## src/rtl/regfile_sb.sv

```systemverilog
// Register file with per-register pending (scoreboard) bits and a clear-sweep FSM.
// Optional write-to-read forwarding is enabled with `define REGFILE_BYPASS_EN.
module regfile_sb #(
    parameter int DATA_W  = 16,
    parameter int ADDR_W  = 3,
    parameter int ZERO_R0 = 1
) (
    input  logic              clock,
    input  logic              reset,
    input  logic [ADDR_W-1:0] rs1_addr,
    input  logic [ADDR_W-1:0] rs2_addr,
    output logic [DATA_W-1:0] rs1_data,
    output logic [DATA_W-1:0] rs2_data,
    output logic              rs1_busy,
    output logic              rs2_busy,
    input  logic              wr_en,
    input  logic [ADDR_W-1:0] wr_addr,
    input  logic [DATA_W-1:0] wr_data,
    input  logic              claim_en,
    input  logic [ADDR_W-1:0] claim_addr,
    input  logic              clr_req,
    output logic              clr_busy,
    output logic              clr_done
);
    localparam int NREGS = 1 << ADDR_W;

    typedef enum logic [1:0] {IDLE, SWEEP, DONE} state_t;

    state_t                        state;
    logic [ADDR_W-1:0]             cnt;
    logic [NREGS-1:0][DATA_W-1:0]  regs;
    logic [NREGS-1:0]              pend;
    logic                          wr_ok;
    logic                          claim_ok;

    // R0 writes/claims are dropped so storage for R0 never leaves zero
    assign wr_ok    = wr_en    && (state == IDLE) && !((ZERO_R0 != 0) && (wr_addr    == '0));
    assign claim_ok = claim_en && (state == IDLE) && !((ZERO_R0 != 0) && (claim_addr == '0));

    always_ff @(posedge clock) begin
        if (reset) begin
            regs     <= '0;
            pend     <= '0;
            cnt      <= '0;
            state    <= IDLE;
            clr_busy <= 1'b0;
            clr_done <= 1'b0;
        end else begin
            case (state)
                IDLE: begin
                    if (wr_ok) begin
                        regs[wr_addr] <= wr_data;
                        pend[wr_addr] <= 1'b0;
                    end
                    // claim placed after write so a same-index claim wins
                    if (claim_ok)
                        pend[claim_addr] <= 1'b1;
                    if (clr_req) begin
                        state    <= SWEEP;
                        cnt      <= '0;
                        clr_busy <= 1'b1;
                    end
                end
                SWEEP: begin
                    regs[cnt] <= '0;
                    pend[cnt] <= 1'b0;
                    cnt       <= cnt + ADDR_W'(1);
                    if (cnt == ADDR_W'(NREGS - 1)) begin
                        state    <= DONE;
                        clr_done <= 1'b1;
                    end
                end
                DONE: begin
                    state    <= IDLE;
                    clr_busy <= 1'b0;
                    clr_done <= 1'b0;
                end
                default: begin
                    state    <= IDLE;
                    clr_busy <= 1'b0;
                    clr_done <= 1'b0;
                end
            endcase
        end
    end

    logic [1:0][ADDR_W-1:0] ra;
    logic [1:0][DATA_W-1:0] rd;
    logic [1:0]             rb;

    assign ra = {rs2_addr, rs1_addr};

    always_comb begin
        rd = '0;
        rb = '0;
        for (int p = 0; p < 2; p++) begin
            if ((ZERO_R0 != 0) && (ra[p] == '0)) begin
                rd[p] = '0;
                rb[p] = 1'b0;
            end else begin
                rd[p] = regs[ra[p]];
                rb[p] = pend[ra[p]];
`ifdef REGFILE_BYPASS_EN
                if (wr_ok && (wr_addr == ra[p])) begin
                    rd[p] = wr_data;
                    rb[p] = 1'b0;
                end
`endif
            end
        end
    end

    assign rs1_data = rd[0];
    assign rs2_data = rd[1];
    assign rs1_busy = rb[0];
    assign rs2_busy = rb[1];

endmodule
```

## config.mk

```make
export PLATFORM = sky130hd
export DESIGN_NAME = regfile_sb
export DESIGN_NICKNAME = d
export VERILOG_FILES = /design/src/rtl/regfile_sb.sv
export SDC_FILE = /design/constraint.sdc
export NUM_CORES = 1
export LEC_CHECK = 0
export BUFFER_PORTS_ARGS = -buffer_cell sky130_fd_sc_hd__buf_2
export CAP_MARGIN = 20
export CORE_MARGIN = 4
export CORE_UTILIZATION = 55
export DETAILED_ROUTE_END_ITERATION = 6
export GPL_TIMING_DRIVEN = 0
export PLACE_DENSITY = 0.75
export SKIP_CTS_REPAIR_TIMING = 1
export SLEW_MARGIN = 20
export SYNTH_ARGS = -nofsm -noshare
export SYNTH_HDL_FRONTEND = slang
export SYNTH_SLANG_ARGS = --single-unit
```

## constraint.sdc

```tcl
create_clock -name clock -period 4.2 [get_ports clock]
set_input_delay 0.21 -clock clock [delete_from_list [all_inputs] [get_ports clock]]
set_output_delay 0.21 -clock clock [all_outputs]
set_load 0.005 [all_outputs]
```

==> results.sh <==
export IMPL_criticalPathCategory="in2out"
export IMPL_die_w_um=118.4
export IMPL_via_per_inst=6.688
export IMPL_slew_headroom_pct=53.24
export IMPL_path_clk_slew_ns=0.05
export IMPL_critPathBufInv=4
export IMPL_setup_violations=0
export IMPL_pre_cts_ws_ns=2.142
export IMPL_cp_arrival_ns=1.88
export IMPL_clkPwrFrac_pct=48.9
export IMPL_io_pins=69
export IMPL_dpl_cell_area_mm2=0.007193
export IMPL_synth_top_area_cell="dfxtp_1"
export IMPL_critPathMaxStageDelay_ns=0.44
export IMPL_fin_crit_ns=2.091
export IMPL_start_util_pct=56.05
export IMPL_tns_ns=0
export IMPL_p_seq_share_pct=40.7
export IMPL_grt_pass1_vias=5837
export IMPL_drc=0
export IMPL_drive_gt1_share_pct=27.42
export IMPL_core_area_mm2=0.01196
export IMPL_clk_path_buf_depth=2
export IMPL_clock_root_buffer="clkbuf_16"
export IMPL_avgSynthCellArea_um2=9.946
export IMPL_holdWs_ns=0.07205
export IMPL_antenna_found_initial=0
export IMPL_nets=789
export IMPL_netlist_instances=674
export IMPL_critPathTopFamily="buffers and inverters"
export IMPL_netlist_area_mm2=0.006704
export IMPL_grt_max_degree=17
export IMPL_fmax_mhz=478.2
export IMPL_synthToLayoutAreaGrowth_pct=16.20
export IMPL_synth_distinct_cells=35
export IMPL_netSwitchingFraction_pct=24.41
export IMPL_stdcell_area_mm2=0.007790
export IMPL_grt_total_usage_pct=30.23
export IMPL_rows=40
export IMPL_num_vias=6106
export IMPL_fin_ws_ns=2.109
export IMPL_slew_viol_final=0
export IMPL_final_cells=913
export IMPL_synth_nets=709
export IMPL_ys_flop_type="dfxtp_1"
export IMPL_combPwrFrac_pct=10.4
export IMPL_hp_class="in2reg"
export IMPL_tightest_slew_ns=0.7014
export IMPL_finClkSkew_ns=0.006735
export IMPL_synth_edf_count=0
export IMPL_path_cells="buf_2 -> buf_2 -> clkbuf_1 -> a221oi_1 -> a21oi_1 -> buf_2"
export IMPL_netlist_top_cells_area="dfxtp_1, o32ai_1, mux4_2, inv_1, mux2_2"
export IMPL_htree_levels=4
export IMPL_drt_iter0_drc=1022
export IMPL_crit_path_end_kind="output port"
export IMPL_p_leak_nw=2.681
export IMPL_numCtsBuffers=17
export IMPL_p_sw_mw=0.7425
export IMPL_powerDensity_mw_per_mm2=390.5
export IMPL_cts_tree="built"
export IMPL_ir_drop_uv=296.4
export IMPL_post_drt_wl_per_cell_um=23.17
export IMPL_place_congestion=0.9631
export IMPL_path_common_cell="buf_2"
export IMPL_firstDrtPassIters=6
export IMPL_ys_seq_area_share_pct=37.63
export IMPL_grt_pass1_wl_um=32990
export IMPL_max_cap_viol_count=0
export IMPL_crit_required_ns=3.99
export IMPL_io_buffers=61
export IMPL_numPlacedInstances=882
export IMPL_dp_hpwl_um=15350
export IMPL_synth_seq_cells=126
export IMPL_clock_latency_ns=0.43
export IMPL_die_h_um=118.4
export IMPL_die_area_mm2=0.01402
export IMPL_status="complete, no violations"
export IMPL_async_reset_ff_share_pct=0
export IMPL_p_int_mw=2.300
export IMPL_min_period_over_period_pct=49.79
export IMPL_wl_um=21160
export IMPL_grt_overflow_total=0
export IMPL_yosysTopAreaCellShare_pct=37.63
export IMPL_cts_sinks=126
export IMPL_cpMaxStageDelayCell="clkbuf_1"
export IMPL_crit_path_start_kind="input port"
export IMPL_rsz0062_at_grt="no"
export IMPL_hold_viol_final=0
export IMPL_ant_nets=0
export IMPL_yosys_warnings=0
export IMPL_path_max_fanout=10
export IMPL_diodes=0
-- Yosys cell counts, types with 3 or more instances --
cell,n
o22ai_2,7
dfxtp_1,126
o32ai_1,105
or3b_2,3
buf_1,3
buf_2,21
inv_1,150
nand2_1,9
buf_6,5
buf_4,3
o21ai_0,3
mux4_2,34
or3_1,3
nand2b_1,22
nand3b_1,4
nor3_1,3
a21oi_1,39
mux2_2,34
a221oi_1,34
o32ai_2,11
and3b_1,3
nor2b_1,3
clkbuf_1,31
-- worst paths after layout --
check / start / end / slack [ns] / depth (start not counted)
worst max-delay path: rs2_addr[0] / rs2_data[5] / 2.11 / 6
worst min-delay path: claim_addr[2] / pend[1]$_SDFFE_PP0P_ / 0.07 / 2
worst max register to register: cnt[1]$_SDFFE_PP0P_ / regs[62]$_SDFFE_PP0P_ / 2.21 / 4
worst min register to register: regs[24]$_SDFFE_PP0P_ / regs[24]$_SDFFE_PP0P_ / 0.49 / 2
-- layout by cell type (no fill, tap or decap), types with 4 or more instances in the layout --
| cell | Yosys | final |
|---|---|---|
| dfxtp_1 | 126 | 126 |
| o32ai_1 | 105 | 105 |
| buf_2 | 21 | 82 |
| o32ai_2 | 11 | 11 |
| o22ai_2 | 7 | 7 |
| mux4_2 | 34 | 34 |
| buf_6 | 5 | 5 |
| nand3b_1 | 4 | 4 |
| nand2b_1 | 22 | 22 |
| clkbuf_1 | 31 | 34 |
| mux2_2 | 34 | 34 |
| inv_1 | 150 | 150 |
| clkbuf_8 | 0 | 6 |
| nand2_1 | 9 | 9 |
| clkbuf_16 | 0 | 17 |
| a221oi_1 | 34 | 34 |
| a21oi_1 | 39 | 39 |
-- final cells by class --
class | instances | area (µm²)
clock buffers | 26 | 519.2
repair buffers | 61 | 305.3
clock inverters | 5 | 77.57
flip-flops and latches | 126 | 2522
inverters | 150 | 563.0
multi-input cells | 334 | 3292
fillers | 942 | 4172
well taps | 147 | 183.9
plain buffers | 64 | 326.6
-- kinds of logic (layout without fill, tap and decap cells) --
| group | count (synthesis) | in the layout | share of synthesized area [%] |
|---|---|---|---|
| muxes | 68 | 68 | 17.13 |
| AOI/OAI and AO/OA | 203 | 203 | 26.00 |
| and+or+nand+nor | 61 | 61 | 5.599 |
| adders and majority gates | 2 | 2 | 0.3732 |
| buffers and inverters | 214 | 306 | 13.27 |
| DFF | 126 | 126 | 37.63 |
-- per-layer routing --
| metal | GRT usage, % | wire length, µm |
|---|---|---|
| met5 | 0 | 0 |
| met4 | 13.61 | 684 |
| met3 | 5.837 | 2098 |
| met2 | 47.27 | 10030 |
| met1 | 40.82 | 8345 |
-- power by group through the flow --
| stage | logic, mW | registers, mW | clock network, mW |
|---|---|---|---|
| 2_1_floorplan | 0.200 | 1.26 | 0 |
| 3_3_place_gp | 0.303 | 1.26 | 0 |
| 3_5_place_dp | 0.308 | 1.26 | 0 |
| 4_1_cts | 0.310 | 1.24 | 1.49 |
| 5_1_grt | 0.335 | 1.24 | 1.54 |
| 6_report | 0.318 | 1.24 | 1.49 |
-- flip-flops by register name, summed over array words and instances, names as in the netlist --
signal,cells
cnt,3
regs,112
pend,7
clr_done,1
clr_busy,1
state,2
-- metrics by stage --
step	util, %	power (mW)
final	65.13	3.042
after global routing	65.13	3.112
after CTS	65.13	3.032
after detailed placement	60.14	1.570
after global placement	60.14	1.561
after floorplan	-	1.455
Power figures use the tool's default switching activity.
